## src/rtl/flash_cal_sequencer_if.sv

```systemverilog
// rtl/flash_cal_sequencer_if.sv - calibration request, comparator, DAC and trim-result signal bundle
//
// Purpose: groups everything between the comparator-offset calibration
// sequencer and its surroundings: the start request, the comparator bank, the
// offset DAC and the trim-result store.
// Ports (signals):
//   start     one-cycle request to begin a calibration pass
//   cmp_mask  per-comparator enable, latched on an accepted start
//   q         comparator outputs, synchronous to clk
//   dac_ctl   offset DAC control word
//   cmp_sel   index of the comparator under calibration
//   res_we    trim-store write strobe; res_addr / res_data / res_sat qualify it
//   busy      pass in progress
//   done      one-cycle end-of-pass pulse
//   sat_cnt   saturated results in the last pass
// Modports: master = request/comparator side, slave = sequencer.
interface flash_cal_sequencer_if #(
    parameter int N_CMP    = 32,
    parameter int DAC_BITS = 16,
    parameter int SEL_W    = 5
);
    logic                start;
    logic [N_CMP-1:0]    cmp_mask;
    logic [N_CMP-1:0]    q;
    logic [DAC_BITS-1:0] dac_ctl;
    logic [SEL_W-1:0]    cmp_sel;
    logic                res_we;
    logic [SEL_W-1:0]    res_addr;
    logic [DAC_BITS-1:0] res_data;
    logic                res_sat;
    logic                busy;
    logic                done;
    logic [SEL_W:0]      sat_cnt;

    modport master (
        output start, cmp_mask, q,
        input  dac_ctl, cmp_sel, res_we, res_addr, res_data, res_sat, busy, done, sat_cnt
    );

    modport slave (
        input  start, cmp_mask, q,
        output dac_ctl, cmp_sel, res_we, res_addr, res_data, res_sat, busy, done, sat_cnt
    );
endinterface

```

## src/rtl/flash_cal_sequencer.sv

```systemverilog
// rtl/flash_cal_sequencer.sv - successive-approximation offset-trim calibration sequencer
//
// Purpose: for every comparator enabled in the latched mask, runs an MSB-first
// successive-approximation search on the shared offset DAC and writes the
// converged code to the trim store.
// Ports:
//   clk_i   system clock, rising edge
//   rst_i   synchronous active-high reset
//   cal_io  flash_cal_sequencer_if.slave (start, cmp_mask, q in;
//           dac_ctl, cmp_sel, res_*, busy, done, sat_cnt out)
module flash_cal_sequencer #(
    parameter int N_CMP      = 32,
    parameter int DAC_BITS   = 16,
    parameter int SETTLE_CYC = 1,
    parameter int SEL_W      = 5
) (
    input  logic                  clk_i,
    input  logic                  rst_i,
    flash_cal_sequencer_if.slave  cal_io
);
    localparam int K_W = (DAC_BITS > 1) ? $clog2(DAC_BITS) : 1;
    localparam int W_W = $clog2(SETTLE_CYC + 1);

    typedef enum logic [2:0] {
        S_IDLE, S_SCAN, S_CLEAR, S_TRIAL, S_WAIT, S_STORE, S_FIN
    } state_t;

    state_t              state_q, state_d;
    logic [N_CMP-1:0]    mask_q, mask_d;
    logic [DAC_BITS-1:0] dac_q, dac_d;
    logic [SEL_W-1:0]    sel_q, sel_d;
    logic [K_W-1:0]      k_q, k_d;
    logic [W_W-1:0]      wcnt_q, wcnt_d;
    logic [SEL_W:0]      sat_q, sat_d;
    logic                busy_q, busy_d;
    logic                last_sel;
    logic                dac_sat;
    logic                store;

    assign last_sel = (sel_q == SEL_W'(N_CMP - 1));
    assign dac_sat  = (dac_q == '0) || (&dac_q);
    assign store    = (state_q == S_STORE);

    always_ff @(posedge clk_i) begin
        if (rst_i) begin
            state_q <= S_IDLE;
            mask_q  <= '0;
            dac_q   <= '0;
            sel_q   <= '0;
            k_q     <= '0;
            wcnt_q  <= '0;
            sat_q   <= '0;
            busy_q  <= 1'b0;
        end else begin
            state_q <= state_d;
            mask_q  <= mask_d;
            dac_q   <= dac_d;
            sel_q   <= sel_d;
            k_q     <= k_d;
            wcnt_q  <= wcnt_d;
            sat_q   <= sat_d;
            busy_q  <= busy_d;
        end
    end

    always_comb begin
        state_d = state_q;
        mask_d  = mask_q;
        dac_d   = dac_q;
        sel_d   = sel_q;
        k_d     = k_q;
        wcnt_d  = wcnt_q;
        sat_d   = sat_q;
        busy_d  = busy_q;
        case (state_q)
            S_IDLE: begin
                if (cal_io.start) begin
                    mask_d  = cal_io.cmp_mask;
                    sel_d   = '0;
                    sat_d   = '0;
                    busy_d  = 1'b1;
                    state_d = S_SCAN;
                end
            end
            S_SCAN: begin
                if (mask_q[sel_q]) begin
                    state_d = S_CLEAR;
                end else if (last_sel) begin
                    state_d = S_FIN;
                end else begin
                    sel_d = sel_q + 1'b1;
                end
            end
            S_CLEAR: begin
                dac_d   = '0;
                k_d     = K_W'(DAC_BITS - 1);
                state_d = S_TRIAL;
            end
            S_TRIAL: begin
                dac_d[k_q] = 1'b1;
                wcnt_d     = W_W'(SETTLE_CYC);
                state_d    = S_WAIT;
            end
            S_WAIT: begin
                if (wcnt_q == W_W'(1)) begin
                    // Comparator tripped: trial code overshoots the offset, drop the bit.
                    if (cal_io.q[sel_q]) begin
                        dac_d[k_q] = 1'b0;
                    end
                    if (k_q == '0) begin
                        state_d = S_STORE;
                    end else begin
                        k_d     = k_q - 1'b1;
                        state_d = S_TRIAL;
                    end
                end else begin
                    wcnt_d = wcnt_q - 1'b1;
                end
            end
            S_STORE: begin
                if (dac_sat) begin
                    sat_d = sat_q + 1'b1;
                end
                if (last_sel) begin
                    state_d = S_FIN;
                end else begin
                    sel_d   = sel_q + 1'b1;
                    state_d = S_SCAN;
                end
            end
            S_FIN: begin
                busy_d  = 1'b0;
                dac_d   = '0;
                sel_d   = '0;
                state_d = S_IDLE;
            end
            default: state_d = S_IDLE;
        endcase
    end

    assign cal_io.dac_ctl  = dac_q;
    assign cal_io.cmp_sel  = sel_q;
    assign cal_io.res_we   = store;
    assign cal_io.res_addr = store ? sel_q : '0;
    assign cal_io.res_data = store ? dac_q : '0;
    assign cal_io.res_sat  = store & dac_sat;
    assign cal_io.busy     = busy_q;
    assign cal_io.done     = (state_q == S_FIN);
    assign cal_io.sat_cnt  = sat_q;
endmodule

```

## src/flat_wrapper.sv

```systemverilog
// flat-port wrapper written by rule: the top's interface ports become plain ports
module flash_cal_sequencer_flat 
#(
    parameter int N_CMP      = 32,
    parameter int DAC_BITS   = 16,
    parameter int SETTLE_CYC = 1,
    parameter int SEL_W      = 5
)
  (clk_i, rst_i, cal_io_start, cal_io_cmp_mask, cal_io_q, cal_io_dac_ctl, cal_io_cmp_sel, cal_io_res_we, cal_io_res_addr, cal_io_res_data, cal_io_res_sat, cal_io_busy, cal_io_done, cal_io_sat_cnt);
  flash_cal_sequencer_if #(.N_CMP(N_CMP), .DAC_BITS(DAC_BITS), .SEL_W(SEL_W)) cal_io_i ();
  input  logic clk_i;
  input  logic rst_i;
  input wire logic [$bits(cal_io_i.start)-1:0] cal_io_start;
  input wire logic [$bits(cal_io_i.cmp_mask)-1:0] cal_io_cmp_mask;
  input wire logic [$bits(cal_io_i.q)-1:0] cal_io_q;
  output wire logic [$bits(cal_io_i.dac_ctl)-1:0] cal_io_dac_ctl;
  output wire logic [$bits(cal_io_i.cmp_sel)-1:0] cal_io_cmp_sel;
  output wire logic [$bits(cal_io_i.res_we)-1:0] cal_io_res_we;
  output wire logic [$bits(cal_io_i.res_addr)-1:0] cal_io_res_addr;
  output wire logic [$bits(cal_io_i.res_data)-1:0] cal_io_res_data;
  output wire logic [$bits(cal_io_i.res_sat)-1:0] cal_io_res_sat;
  output wire logic [$bits(cal_io_i.busy)-1:0] cal_io_busy;
  output wire logic [$bits(cal_io_i.done)-1:0] cal_io_done;
  output wire logic [$bits(cal_io_i.sat_cnt)-1:0] cal_io_sat_cnt;
  assign cal_io_i.start = cal_io_start;
  assign cal_io_i.cmp_mask = cal_io_cmp_mask;
  assign cal_io_i.q = cal_io_q;
  assign cal_io_dac_ctl = cal_io_i.dac_ctl;
  assign cal_io_cmp_sel = cal_io_i.cmp_sel;
  assign cal_io_res_we = cal_io_i.res_we;
  assign cal_io_res_addr = cal_io_i.res_addr;
  assign cal_io_res_data = cal_io_i.res_data;
  assign cal_io_res_sat = cal_io_i.res_sat;
  assign cal_io_busy = cal_io_i.busy;
  assign cal_io_done = cal_io_i.done;
  assign cal_io_sat_cnt = cal_io_i.sat_cnt;
  flash_cal_sequencer #(.N_CMP(N_CMP), .DAC_BITS(DAC_BITS), .SETTLE_CYC(SETTLE_CYC), .SEL_W(SEL_W)) u_core (.clk_i(clk_i), .rst_i(rst_i), .cal_io(cal_io_i));
endmodule
```

## config.mk

```make
export PLATFORM = sky130hd
export DESIGN_NAME = flash_cal_sequencer_flat
export DESIGN_NICKNAME = d
export VERILOG_FILES = /design/src/rtl/flash_cal_sequencer_if.sv /design/src/rtl/flash_cal_sequencer.sv /design/src/flat_wrapper.sv
export SDC_FILE = /design/constraint.sdc
export NUM_CORES = 1
export LEC_CHECK = 0
export CORE_MARGIN = 10
export CORE_UTILIZATION = 35
export DETAILED_ROUTE_END_ITERATION = 8
export PLACE_DENSITY_LB_ADDON = 0.12
export SYNTH_ARGS = -nofsm -noshare
export SYNTH_HDL_FRONTEND = slang
export SYNTH_SLANG_ARGS = --single-unit
export TNS_END_PERCENT = 30
```

## constraint.sdc

```tcl
create_clock -name clk_i -period 1.9 [get_ports clk_i]
set_input_delay 0.38 -clock clk_i [delete_from_list [all_inputs] [get_ports clk_i]]
set_output_delay 0.38 -clock clk_i [all_outputs]
set_load 0.1 [all_outputs]
```

==> results of run 1 <==
==> worst max-delay path by stage <==
stage / end / slack, ps / depth (start not counted)
after global routing: cal_io_res_sat / -330 / 4
after detailed placement: u_core.cal_io.dac_ctl[12] / -490 / 8
final: cal_io_res_sat / -290 / 4
after global placement: u_core.cal_io.dac_ctl[8] / -450 / 8
after floorplan: u_core.cal_io.sat_cnt[4] / -600 / 7
after CTS: cal_io_res_sat / -240 / 4
==> cells by family after synthesis <==
family,count (synthesis),synth area share [%]
AO/OA/AOI/OAI,125,22.2
buffers and inverters,49,6.41
XOR/XNOR,6,1.32
multiplexers,28,9.86
AND/OR/NAND/NOR,195,23.8
flip-flops,68,34.2
adder cells (fa/ha/maj),7,2.20
==> stage by stage <==
step	util [%]	std cells
2_1_floorplan	-	478
3_3_place_gp	58.2	770
3_5_place_dp	58.2	770
4_1_cts	63.9	805
5_1_grt	65.5	806
6_report	65.5	806
==> cell type report <==
class                   instances  area (µm²)  share of cell area (%)
multi-input cells             361        2700                    37.6
inverters                       5        20.0                   0.278
well taps                     140         175                    2.43
clock inverters                 4        50.0                   0.695
clock buffers                  12         279                    3.88
flip-flops and latches         68        1450                    20.1
repair buffers                216        2520                    35.0
==> worst max-delay path: stages, from the launching register on <==
cell      delay [ps]
dfxtp_4          370
nand4_1          120
or4_4            550
a21boi_4         230
buf_12           210
==> timing repair <==
| item | in CTS | in global routing |
|---|---|---|
| buffers inserted | 18 | 1 |
| pin swaps | 18 | 16 |
| endpoints found under the setup margin | 46 | 54 |
| resized for setup | 33 | 35 |
| cloned | 1 | 0 |
==> power by group through the flow <==
stage | registers (mW) | clock network [mW] | logic (mW)
finish | 1.67 | 1.83 | 2.42
global route | 1.69 | 1.89 | 2.61
CTS | 1.67 | 1.85 | 2.30
detailed placement | 1.73 | 0 | 2.00
global placement | 1.73 | 0 | 1.96
floorplan | 1.79 | 0 | 1.18
==> cells in the mapped netlist (8+ instances only) <==
library cell	n
nand2_1	87
nand4_1	8
a211oi_2	11
dfxtp_1	68
mux2i_1	19
a31oi_1	21
mux4_2	9
clkbuf_1	25
a21o_1	13
nor2_1	21
a21oi_1	44
nor3_1	13
and3_1	27
==> per-layer routing <==
metal  vias up  track usage [%]  routed length, µm
li1       2107                -                  -
met4         0             4.55                168
met5         -                0                  0
met1      2114             21.0               6230
met2       147             30.5               7390
met3        19             3.79                781
==> flip-flops by register name (all words and copies together), names as in the netlist <==
signal,count
u_core.cal_io.dac_ctl,16
u_core.cal_io.busy,1
u_core.cal_io.cmp_sel,5
u_core.state_q,3
u_core.mask_q,32
u_core.k_q,4
u_core.wcnt_q,1
u_core.cal_io.sat_cnt,6
==> run_summary.xml, run 1 <==
<?xml version="1.0" encoding="UTF-8"?>
<metrics>
  <group name="grt">
    <metric name="grt_pass1_wl" unit="mm">23.6</metric>
    <metric name="number_of_antenna_violations_at_the_first_check_in_global_routing" unit="">0</metric>
    <metric name="grt.overflow.total" unit="">0</metric>
    <metric name="grt_pass1_vias" unit="">4518</metric>
    <metric name="gr-usage-all-layers" unit="%">17.4</metric>
    <metric name="pin_count_of_the_biggest_net_entering_global_routing" unit="">54</metric>
  </group>
  <group name="critical_path">
    <metric name="classification_of_the_worst_setup_path" unit="">flip-flop to output port</metric>
    <metric name="reg2reg_depth" unit="">9</metric>
    <metric name="worst_setup_path_end_kind" unit="">output port</metric>
    <metric name="setup.worst_path.start" unit="">u_core.cal_io.dac_ctl[15]</metric>
    <metric name="critPathArrivalTime" unit="ps">1810</metric>
    <metric name="r2r_setup_slack" unit="ps">-170</metric>
    <metric name="worst_reg2reg_path_startpoint" unit="">u_core.cal_io.cmp_sel[1]</metric>
    <metric name="r2r_end" unit="">u_core.cal_io.dac_ctl[12]</metric>
    <metric name="critical_path_peak_fanout" unit="">4</metric>
    <metric name="worst_setup_path_start_kind" unit="">flip-flop</metric>
    <metric name="cp_data_required_time" unit="ps">1520</metric>
  </group>
  <group name="pwr">
    <metric name="p_leak" unit="nW">2.86</metric>
    <metric name="peak_supply_drop" unit="µV">500</metric>
    <metric name="pwr_density_cell" unit="mW/mm²">823</metric>
    <metric name="power.share.clock" unit="%">30.9</metric>
    <metric name="total_switching_power" unit="mW">2.07</metric>
    <metric name="internal_dissipation" unit="mW">3.86</metric>
    <metric name="power.sequential.fraction" unit="%">28.2</metric>
    <metric name="total_power" unit="mW">5.93</metric>
    <metric name="switching_power_share_of_the_total" unit="%">34.9</metric>
    <metric name="combinationalPowerShare" unit="%">40.9</metric>
  </group>
  <group name="drt">
    <metric name="via_per_inst" unit="">5.44</metric>
    <metric name="routed_via_count" unit="">4387</metric>
    <metric name="drt_pass1_iterations" unit="">4</metric>
    <metric name="routed_wire_length_per_instance" unit="µm">18.1</metric>
    <metric name="detail_route.wirelength" unit="mm">14.6</metric>
    <metric name="detailedRoute.firstIterationViolations" unit="">214</metric>
    <metric name="drc_errors" unit="">0</metric>
    <metric name="postRouteAntennaNets" unit="">0</metric>
  </group>
  <group name="run">
    <metric name="cap_viol_max_count" unit="">0</metric>
  </group>
  <group name="die">
    <metric name="fp.dieW" unit="µm">127</metric>
    <metric name="start_util" unit="%">36.3</metric>
    <metric name="top_level_ports" unit="">119</metric>
    <metric name="die-area" unit="mm²">0.0160</metric>
    <metric name="core_region_area" unit="mm²">0.0110</metric>
    <metric name="die_height" unit="µm">127</metric>
    <metric name="core.rowCount" unit="">38</metric>
  </group>
  <group name="layout">
    <metric name="n_antenna_cell" unit="">0</metric>
    <metric name="mostFrequentLayoutCells" unit="">85 x nand2_1, 84 x buf_4, 65 x clkdlybuf4s50_1</metric>
    <metric name="filler_cell_count" unit="">868</metric>
    <metric name="fin_area" unit="mm²">0.00720</metric>
    <metric name="fin_nets" unit="">735</metric>
    <metric name="drive_above_1_share" unit="%">39.8</metric>
    <metric name="syn_to_final_growth" unit="%">80.7</metric>
    <metric name="mostFrequentLayoutCell" unit="">nand2_1</metric>
  </group>
  <group name="clock_tree">
    <metric name="hold_buffers" unit="">0</metric>
    <metric name="cts_tree" unit="">yes</metric>
    <metric name="cts_max_level" unit="">3</metric>
    <metric name="clock_root_buffer" unit="">clkbuf_16</metric>
    <metric name="cts_num_sinks" unit="">68</metric>
    <metric name="clkSlewWorstSetupHoldPaths" unit="ps">60</metric>
    <metric name="cts-buffers-inserted" unit="">9</metric>
    <metric name="clock_path_buffers" unit="">2</metric>
    <metric name="clock_latency" unit="ps">330</metric>
  </group>
  <group name="logic_synthesis">
    <metric name="seq_area_frac_synth" unit="%">34.2</metric>
    <metric name="netlist_area" unit="mm²">0.00398</metric>
    <metric name="syn-mean-instance-area" unit="µm²">8.33</metric>
    <metric name="yosys.cell_types.count" unit="">52</metric>
    <metric name="async_flop_share" unit="%">0</metric>
    <metric name="netlist.top_cell.by_area" unit="">dfxtp_1</metric>
    <metric name="synth_enable_flop_cells" unit="">0</metric>
    <metric name="synthTopCellsByArea" unit="">dfxtp_1 34%, nand2_1 8.2%, a21oi_1 5.5%, mux4_2 5.1%, mux2i_1 4.8%</metric>
    <metric name="synth_warnings" unit="">0</metric>
    <metric name="post_synth_inst_count" unit="">478</metric>
    <metric name="synth_seq_cells" unit="">68</metric>
    <metric name="netlist.area_leader.share" unit="%">34.2</metric>
    <metric name="synth_flop_cell" unit="">dfxtp_1</metric>
    <metric name="synth_nets" unit="">552</metric>
  </group>
  <group name="worst_hold_path">
    <metric name="holdPathEnd" unit="">u_core.mask_q[5]</metric>
    <metric name="hold_class" unit="">input port to flip-flop</metric>
    <metric name="min_delay_path_depth" unit="">2</metric>
    <metric name="worst_hold_path_startpoint" unit="">rst_i</metric>
  </group>
  <group name="timing">
    <metric name="fin_worst_hold_slack" unit="ps">416</metric>
    <metric name="setup_violations" unit="">29</metric>
    <metric name="finalHoldViolCount" unit="">0</metric>
    <metric name="setup-tns-final" unit="ps">-3570</metric>
    <metric name="clock.fmax" unit="GHz">0.457</metric>
    <metric name="report.final.slew_viol_count" unit="">0</metric>
    <metric name="period_minus_slack" unit="ps">2190</metric>
    <metric name="unrepaired_setup_endpoints_after_global_routing" unit="">yes</metric>
    <metric name="post-route-period-util" unit="%">115</metric>
    <metric name="final.setup_skew" unit="ps">9.09</metric>
    <metric name="postLayoutSetupSlackWorst" unit="ps">-286</metric>
    <metric name="tightestPinTransition" unit="ps">719</metric>
    <metric name="worst_slew_margin_rel" unit="%">51.8</metric>
  </group>
  <group name="status">
    <metric name="failed_checks" unit="">negative setup slack</metric>
    <metric name="status" unit="">finished with violations</metric>
  </group>
  <group name="place">
    <metric name="place_hpwl" unit="mm">10.5</metric>
    <metric name="place.gp.congestion" unit="">0.878</metric>
    <metric name="place.port_buffers" unit="">118</metric>
    <metric name="place_worst_setup_slack" unit="ps">-494</metric>
    <metric name="placedInstanceArea" unit="mm²">0.00639</metric>
  </group>
</metrics>
Note: power is estimated with default switching activity, not from simulation.
==> run 2: changes to the inputs <==
REMOVE_ABC_BUFFERS = 1   (was default)
==> run 2 against run 1 <==
  * The run still ends with negative setup slack left
  * Global-route usage up 0.054 points
  * Die area unchanged
  * Hold slack better by 36 ps
  * Clock power down 9%
  * Combinational power about the same
  * Cell count down 0.37%
  * Sequential power up 2%
  * Core utilization up 0.48 points
  * Sequential cell count unchanged
  * Cell area up 0.73%
  * Maximum frequency up 2.4%
  * Wire length up 1.9%
  * Critical path type unchanged
  * Highest routed layer unchanged
==> run_summary.xml, run 2 (synthesis results as in run 1) <==
<?xml version="1.0" encoding="UTF-8"?>
<metrics>
  <group name="critical_path">
    <metric name="timing.critical_path.buf_inv" unit="">2</metric>
    <metric name="crit_path_cell_trace" unit="">nand4_1 &gt; or4_4 &gt; a21boi_2 &gt; buf_6 &gt; buf_12</metric>
    <metric name="cp_data_required_time" unit="ps">1520</metric>
    <metric name="worst_reg2reg_path_startpoint" unit="">u_core.cal_io.cmp_sel[0]</metric>
    <metric name="critPathArrivalTime" unit="ps">1760</metric>
    <metric name="cp_slowest_stage_delay" unit="ps">540</metric>
    <metric name="critical_path_peak_fanout" unit="">2</metric>
    <metric name="path_delay_family" unit="">simple AND/OR/NAND/NOR gates</metric>
    <metric name="classification_of_the_worst_setup_path" unit="">flip-flop to output port</metric>
    <metric name="r2r_setup_slack" unit="ps">-230</metric>
    <metric name="reg2reg_depth" unit="">8</metric>
    <metric name="worst_setup_path_end_kind" unit="">output port</metric>
    <metric name="worst_setup_path_start_kind" unit="">flip-flop</metric>
    <metric name="r2r_end" unit="">u_core.cal_io.dac_ctl[14]</metric>
    <metric name="critical-path-slowest-cell" unit="">or4_4</metric>
  </group>
  <group name="drt">
    <metric name="routed_wire_length_per_instance" unit="µm">18.5</metric>
    <metric name="detailedRoute.firstIterationViolations" unit="">293</metric>
    <metric name="routed_via_count" unit="">4426</metric>
    <metric name="via_per_inst" unit="">5.51</metric>
    <metric name="detail_route.wirelength" unit="mm">14.8</metric>
    <metric name="postRouteAntennaNets" unit="">0</metric>
    <metric name="drt_pass1_iterations" unit="">5</metric>
    <metric name="drc_errors" unit="">0</metric>
  </group>
  <group name="grt">
    <metric name="number_of_antenna_violations_at_the_first_check_in_global_routing" unit="">0</metric>
    <metric name="gr-usage-all-layers" unit="%">17.5</metric>
    <metric name="pin_count_of_the_biggest_net_entering_global_routing" unit="">37</metric>
    <metric name="grt.overflow.total" unit="">0</metric>
    <metric name="grt_pass1_wl" unit="mm">23.5</metric>
    <metric name="grt_pass1_vias" unit="">4582</metric>
  </group>
  <group name="pwr">
    <metric name="p_leak" unit="nW">2.80</metric>
    <metric name="pwr_density_cell" unit="mW/mm²">794</metric>
    <metric name="peak_supply_drop" unit="µV">430</metric>
    <metric name="total_power" unit="mW">5.76</metric>
  </group>
  <group name="status">
    <metric name="status" unit="">finished with violations</metric>
    <metric name="failed_checks" unit="">negative setup slack</metric>
  </group>
  <group name="layout">
    <metric name="mostFrequentLayoutCell" unit="">nand2_1</metric>
    <metric name="final_instance_count_excl_fillers" unit="">803</metric>
    <metric name="n_antenna_cell" unit="">0</metric>
    <metric name="fin_nets" unit="">732</metric>
    <metric name="mostFrequentLayoutCells" unit="">85 x nand2_1, 78 x buf_4, 65 x clkdlybuf4s50_1</metric>
    <metric name="largest_register_ffs" unit="">32</metric>
    <metric name="drive_above_1_share" unit="%">41.3</metric>
    <metric name="regMostFlops" unit="">u_core.mask_q</metric>
    <metric name="syn_to_final_growth" unit="%">82.0</metric>
    <metric name="fin_area" unit="mm²">0.00725</metric>
  </group>
  <group name="timing">
    <metric name="post-route-period-util" unit="%">112</metric>
    <metric name="report.final.slew_viol_count" unit="">0</metric>
    <metric name="setup_violations" unit="">33</metric>
    <metric name="tightestPinTransition" unit="ps">781</metric>
    <metric name="worst_slew_margin_rel" unit="%">47.8</metric>
    <metric name="setup-tns-final" unit="ps">-4310</metric>
    <metric name="clock.fmax" unit="GHz">0.468</metric>
    <metric name="period_minus_slack" unit="ps">2140</metric>
    <metric name="final.setup_skew" unit="ps">7.26</metric>
    <metric name="postLayoutSetupSlackWorst" unit="ps">-235</metric>
    <metric name="unrepaired_setup_endpoints_after_global_routing" unit="">yes</metric>
    <metric name="finalHoldViolCount" unit="">0</metric>
  </group>
  <group name="place">
    <metric name="placedCellCount" unit="">770</metric>
    <metric name="place.port_buffers" unit="">118</metric>
    <metric name="placedInstanceArea" unit="mm²">0.00626</metric>
    <metric name="place.gp.congestion" unit="">0.855</metric>
    <metric name="place_hpwl" unit="mm">10.5</metric>
    <metric name="place_worst_setup_slack" unit="ps">-505</metric>
  </group>
  <group name="die">
    <metric name="core.rowCount" unit="">38</metric>
    <metric name="top_level_ports" unit="">119</metric>
    <metric name="fp.dieW" unit="µm">127</metric>
    <metric name="start_util" unit="%">36.3</metric>
    <metric name="core_region_area" unit="mm²">0.0110</metric>
    <metric name="die-area" unit="mm²">0.0160</metric>
    <metric name="die_height" unit="µm">127</metric>
  </group>
  <group name="clock_tree">
    <metric name="clock_path_buffers" unit="">2</metric>
    <metric name="cts_max_level" unit="">3</metric>
    <metric name="clock_root_buffer" unit="">clkbuf_16</metric>
    <metric name="cts_num_sinks" unit="">68</metric>
    <metric name="hold_buffers" unit="">0</metric>
    <metric name="clock_latency" unit="ps">330</metric>
    <metric name="clkSlewWorstSetupHoldPaths" unit="ps">60</metric>
    <metric name="cts-buffers-inserted" unit="">9</metric>
    <metric name="cts_tree" unit="">yes</metric>
  </group>
  <group name="worst_hold_path">
    <metric name="min_delay_path_depth" unit="">2</metric>
    <metric name="worst_hold_path_startpoint" unit="">rst_i</metric>
    <metric name="hold_class" unit="">input port to flip-flop</metric>
    <metric name="holdPathEnd" unit="">u_core.cal_io.busy</metric>
  </group>
  <group name="run">
    <metric name="cap_viol_max_count" unit="">0</metric>
  </group>
</metrics>
## run 2: cell types whose count changed in the layout (fill, tap and decap cells not counted), moves of 3 or more
cell	previous run	this run
mux2i_2	1	4
dfxtp_2	2	11
and3_1	25	8
dfxtp_1	44	52
a31oi_1	12	6
dfxtp_4	22	5
buf_12	55	59
and3_4	2	19
buf_4	84	78
a31oi_4	2	9
## run 2: what timing repair did
| item | 4_1_cts | 5_1_grt |
|---|---|---|
| setup buffers | 12 | 7 |
| pin swaps | 15 | 17 |
| endpoints found under the setup margin | 49 | 57 |
| gates resized for setup | 75 | 49 |
| hold endpoints to repair | 0 | 0 |
## run 2: per-layer routing
metal  GRT usage [%]  vias up  routed length, µm
li1                -     2098                  -
met1            20.9     2159               6280
met2            29.8      145               7450
met3            4.41       24                829
met4            5.76        0                279
met5               0        -                  0
## run 2: worst max-delay path by stage
stage | start | endpoint | slack (ps) | cells after the start
4_1_cts | u_core.cal_io.dac_ctl[1] | cal_io_res_sat | -260 | 5
3_5_place_dp | cal_io_q[21] | u_core.cal_io.dac_ctl[10] | -510 | 8
2_1_floorplan | u_core.state_q[2] | u_core.cal_io.cmp_sel[0] | -2680 | 5
6_report | u_core.cal_io.dac_ctl[1] | cal_io_res_sat | -240 | 5
5_1_grt | u_core.cal_io.dac_ctl[1] | cal_io_res_sat | -290 | 5
3_3_place_gp | cal_io_q[21] | u_core.cal_io.dac_ctl[12] | -450 | 8
## run 2: stage by stage
stage / util [%] / hold slack, ps
4_1_cts: 63.2 / 438
5_1_grt: 66.0 / 467
2_1_floorplan: - / 427
3_5_place_dp: 57.0 / 445
3_3_place_gp: 57.0 / 440
6_report: 66.0 / 452
## run 2: final cells by class
type                    instances  area (µm²)
repair buffers                213        2540
flip-flops and latches         68        1390
fillers                       889        3730
multi-input cells             361        2830
clock buffers                  10         229
well taps                     140         175
clock inverters                 6        65.1
inverters                       5        18.8
## run 2: report_power, final
group,internal [mW],leakage (nW),total (mW),switching [mW]
clock network,1.02,0.142,1.66,0.642
logic,1.08,2.10,2.39,1.31
registers,1.57,0.563,1.71,0.136
total,3.67,2.80,5.76,2.09
==> run 3: changes to the inputs <==
PLACE_DENSITY_LB_ADDON = default   (was 0.12)
==> run 3 against run 2 <==
  * Cell area shrank 4.4%
  * Setup slack lost 2.3 ps
  * Critical path type unchanged
  * Global-route usage shrank 0.97 points
  * The run still ends with negative setup slack left
==> run_summary.xml, run 3 (synthesis results as in run 1) <==
<?xml version="1.0" encoding="UTF-8"?>
<metrics>
  <group name="critical_path">
    <metric name="worst_setup_path_end_kind" unit="">output port</metric>
    <metric name="path_delay_family" unit="">simple AND/OR/NAND/NOR gates</metric>
    <metric name="r2r_end" unit="">u_core.cal_io.dac_ctl[8]</metric>
    <metric name="worst_reg2reg_path_startpoint" unit="">u_core.cal_io.cmp_sel[0]</metric>
    <metric name="reg2reg_depth" unit="">8</metric>
    <metric name="cp_num_cells" unit="">5</metric>
    <metric name="critical-path-slowest-cell" unit="">or4_4</metric>
    <metric name="classification_of_the_worst_setup_path" unit="">flip-flop to output port</metric>
    <metric name="crit_path_cell_trace" unit="">nand4_1 &gt; or4_4 &gt; a21boi_2 &gt; buf_6 &gt; buf_12</metric>
    <metric name="critPathArrivalTime" unit="ps">1760</metric>
    <metric name="critical_path_peak_fanout" unit="">2</metric>
    <metric name="cp_data_required_time" unit="ps">1520</metric>
    <metric name="timing.critical_path.buf_inv" unit="">2</metric>
    <metric name="cp_slowest_stage_delay" unit="ps">540</metric>
    <metric name="r2r_setup_slack" unit="ps">-240</metric>
    <metric name="worst_setup_path_start_kind" unit="">flip-flop</metric>
  </group>
  <group name="layout">
    <metric name="syn_to_final_growth" unit="%">74.0</metric>
    <metric name="n_antenna_cell" unit="">0</metric>
    <metric name="fin_area" unit="mm²">0.00693</metric>
    <metric name="largest_register_ffs" unit="">32</metric>
    <metric name="drive_above_1_share" unit="%">35.4</metric>
    <metric name="mostFrequentLayoutCells" unit="">86 x nand2_1, 69 x buf_4, 65 x clkdlybuf4s50_1</metric>
    <metric name="regMostFlops" unit="">u_core.mask_q</metric>
    <metric name="final_instance_count_excl_fillers" unit="">792</metric>
    <metric name="fin_nets" unit="">721</metric>
    <metric name="mostFrequentLayoutCell" unit="">nand2_1</metric>
  </group>
  <group name="pwr">
    <metric name="peak_supply_drop" unit="µV">450</metric>
    <metric name="pwr_density_cell" unit="mW/mm²">832</metric>
    <metric name="total_power" unit="mW">5.77</metric>
    <metric name="p_leak" unit="nW">2.75</metric>
  </group>
  <group name="drt">
    <metric name="routed_wire_length_per_instance" unit="µm">17.4</metric>
    <metric name="postRouteAntennaNets" unit="">0</metric>
    <metric name="via_per_inst" unit="">5.33</metric>
    <metric name="drc_errors" unit="">0</metric>
    <metric name="routed_via_count" unit="">4224</metric>
    <metric name="detailedRoute.firstIterationViolations" unit="">177</metric>
    <metric name="detail_route.wirelength" unit="mm">13.7</metric>
    <metric name="drt_pass1_iterations" unit="">4</metric>
  </group>
  <group name="worst_hold_path">
    <metric name="worst_hold_path_startpoint" unit="">rst_i</metric>
    <metric name="hold_class" unit="">input port to flip-flop</metric>
    <metric name="holdPathEnd" unit="">u_core.wcnt_q</metric>
    <metric name="min_delay_path_depth" unit="">2</metric>
  </group>
  <group name="clock_tree">
    <metric name="cts_tree" unit="">yes</metric>
    <metric name="cts-buffers-inserted" unit="">9</metric>
    <metric name="cts_max_level" unit="">3</metric>
    <metric name="hold_buffers" unit="">0</metric>
    <metric name="clock_latency" unit="ps">330</metric>
    <metric name="cts_num_sinks" unit="">68</metric>
    <metric name="clkSlewWorstSetupHoldPaths" unit="ps">50</metric>
    <metric name="clock_root_buffer" unit="">clkbuf_16</metric>
    <metric name="clock_path_buffers" unit="">2</metric>
  </group>
  <group name="die">
    <metric name="fp.dieW" unit="µm">127</metric>
    <metric name="die_height" unit="µm">127</metric>
    <metric name="core_region_area" unit="mm²">0.0110</metric>
    <metric name="top_level_ports" unit="">119</metric>
    <metric name="core.rowCount" unit="">38</metric>
    <metric name="die-area" unit="mm²">0.0160</metric>
    <metric name="start_util" unit="%">36.3</metric>
  </group>
  <group name="grt">
    <metric name="number_of_antenna_violations_at_the_first_check_in_global_routing" unit="">0</metric>
    <metric name="grt.overflow.total" unit="">0</metric>
    <metric name="grt_pass1_wl" unit="mm">22.0</metric>
    <metric name="gr-usage-all-layers" unit="%">16.5</metric>
    <metric name="grt_pass1_vias" unit="">4252</metric>
    <metric name="pin_count_of_the_biggest_net_entering_global_routing" unit="">34</metric>
  </group>
  <group name="timing">
    <metric name="report.final.slew_viol_count" unit="">0</metric>
    <metric name="final.setup_skew" unit="ps">4.53</metric>
    <metric name="setup_violations" unit="">26</metric>
    <metric name="period_minus_slack" unit="ps">2140</metric>
    <metric name="setup-tns-final" unit="ps">-4450</metric>
    <metric name="tightestPinTransition" unit="ps">848</metric>
    <metric name="finalHoldViolCount" unit="">0</metric>
    <metric name="clock.fmax" unit="GHz">0.468</metric>
    <metric name="unrepaired_setup_endpoints_after_global_routing" unit="">yes</metric>
    <metric name="worst_slew_margin_rel" unit="%">43.0</metric>
    <metric name="postLayoutSetupSlackWorst" unit="ps">-238</metric>
    <metric name="fin_worst_hold_slack" unit="ps">441</metric>
    <metric name="post-route-period-util" unit="%">113</metric>
  </group>
  <group name="place">
    <metric name="placedInstanceArea" unit="mm²">0.00626</metric>
    <metric name="place_hpwl" unit="mm">10.5</metric>
    <metric name="place.gp.congestion" unit="">0.829</metric>
    <metric name="place.port_buffers" unit="">118</metric>
    <metric name="placedCellCount" unit="">768</metric>
  </group>
  <group name="status">
    <metric name="status" unit="">finished with violations</metric>
    <metric name="failed_checks" unit="">negative setup slack</metric>
  </group>
  <group name="run">
    <metric name="cap_viol_max_count" unit="">0</metric>
  </group>
</metrics>
-- run 3: cell count changes in the layout (fill, tap and decap cells not counted), sizes merged --
cell      delta
clkbuf       +1
bufinv       +1
clkinvlp     -1
buf         -11
inv          +1
clkinv       -2
-- run 3: what timing repair did --
action / 4_1_cts / 5_1_grt
resized for setup: 55 / 15
buffers inserted: 8 / 0
endpoints found under the setup margin: 48 / 53
pin swaps: 8 / 2
-- run 3: per-layer routing --
layer	part of all wire, %	global-route usage, %
met2	49	28.6
met5	0	0
met3	6.8	5.16
met4	0.81	3.82
met1	44	19.4
-- run 3: power by group --
part,internal [mW],switching [mW],total (mW)
combinational,1.03,1.20,2.22
sequential,1.56,0.125,1.69
clock,1.22,0.631,1.86
total,3.81,1.95,5.77
-- run 3: how the worst max path moves through the flow --
stage,from,end,slack [ps]
final,u_core.cal_io.dac_ctl[8],cal_io_res_sat,-240
after global routing,u_core.cal_io.dac_ctl[5],cal_io_res_sat,-330
after CTS,u_core.cal_io.dac_ctl[8],cal_io_res_sat,-270
after detailed placement,cal_io_q[21],u_core.cal_io.dac_ctl[7],-500
after global placement,cal_io_q[21],u_core.cal_io.dac_ctl[7],-430
after floorplan,u_core.state_q[2],u_core.cal_io.cmp_sel[0],-2680
-- run 3: area by class of cell --
cell class	instances	area (µm²)
Sequential cell	68	1390
Fill cell	900	4050
Clock inverter	5	82.6
Clock buffer	11	253
Multi-Input combinational cell	361	2580
Timing Repair Buffer	202	2430
Inverter	5	18.8
Tap cell	140	175
-- run 3: stage by stage --
step | setup slack [ps] | utilization [%]
2_1_floorplan | -2680 | -
3_3_place_gp | -434 | 57.0
3_5_place_dp | -495 | 57.0
4_1_cts | -271 | 62.5
5_1_grt | -331 | 63.1
6_report | -238 | 63.1
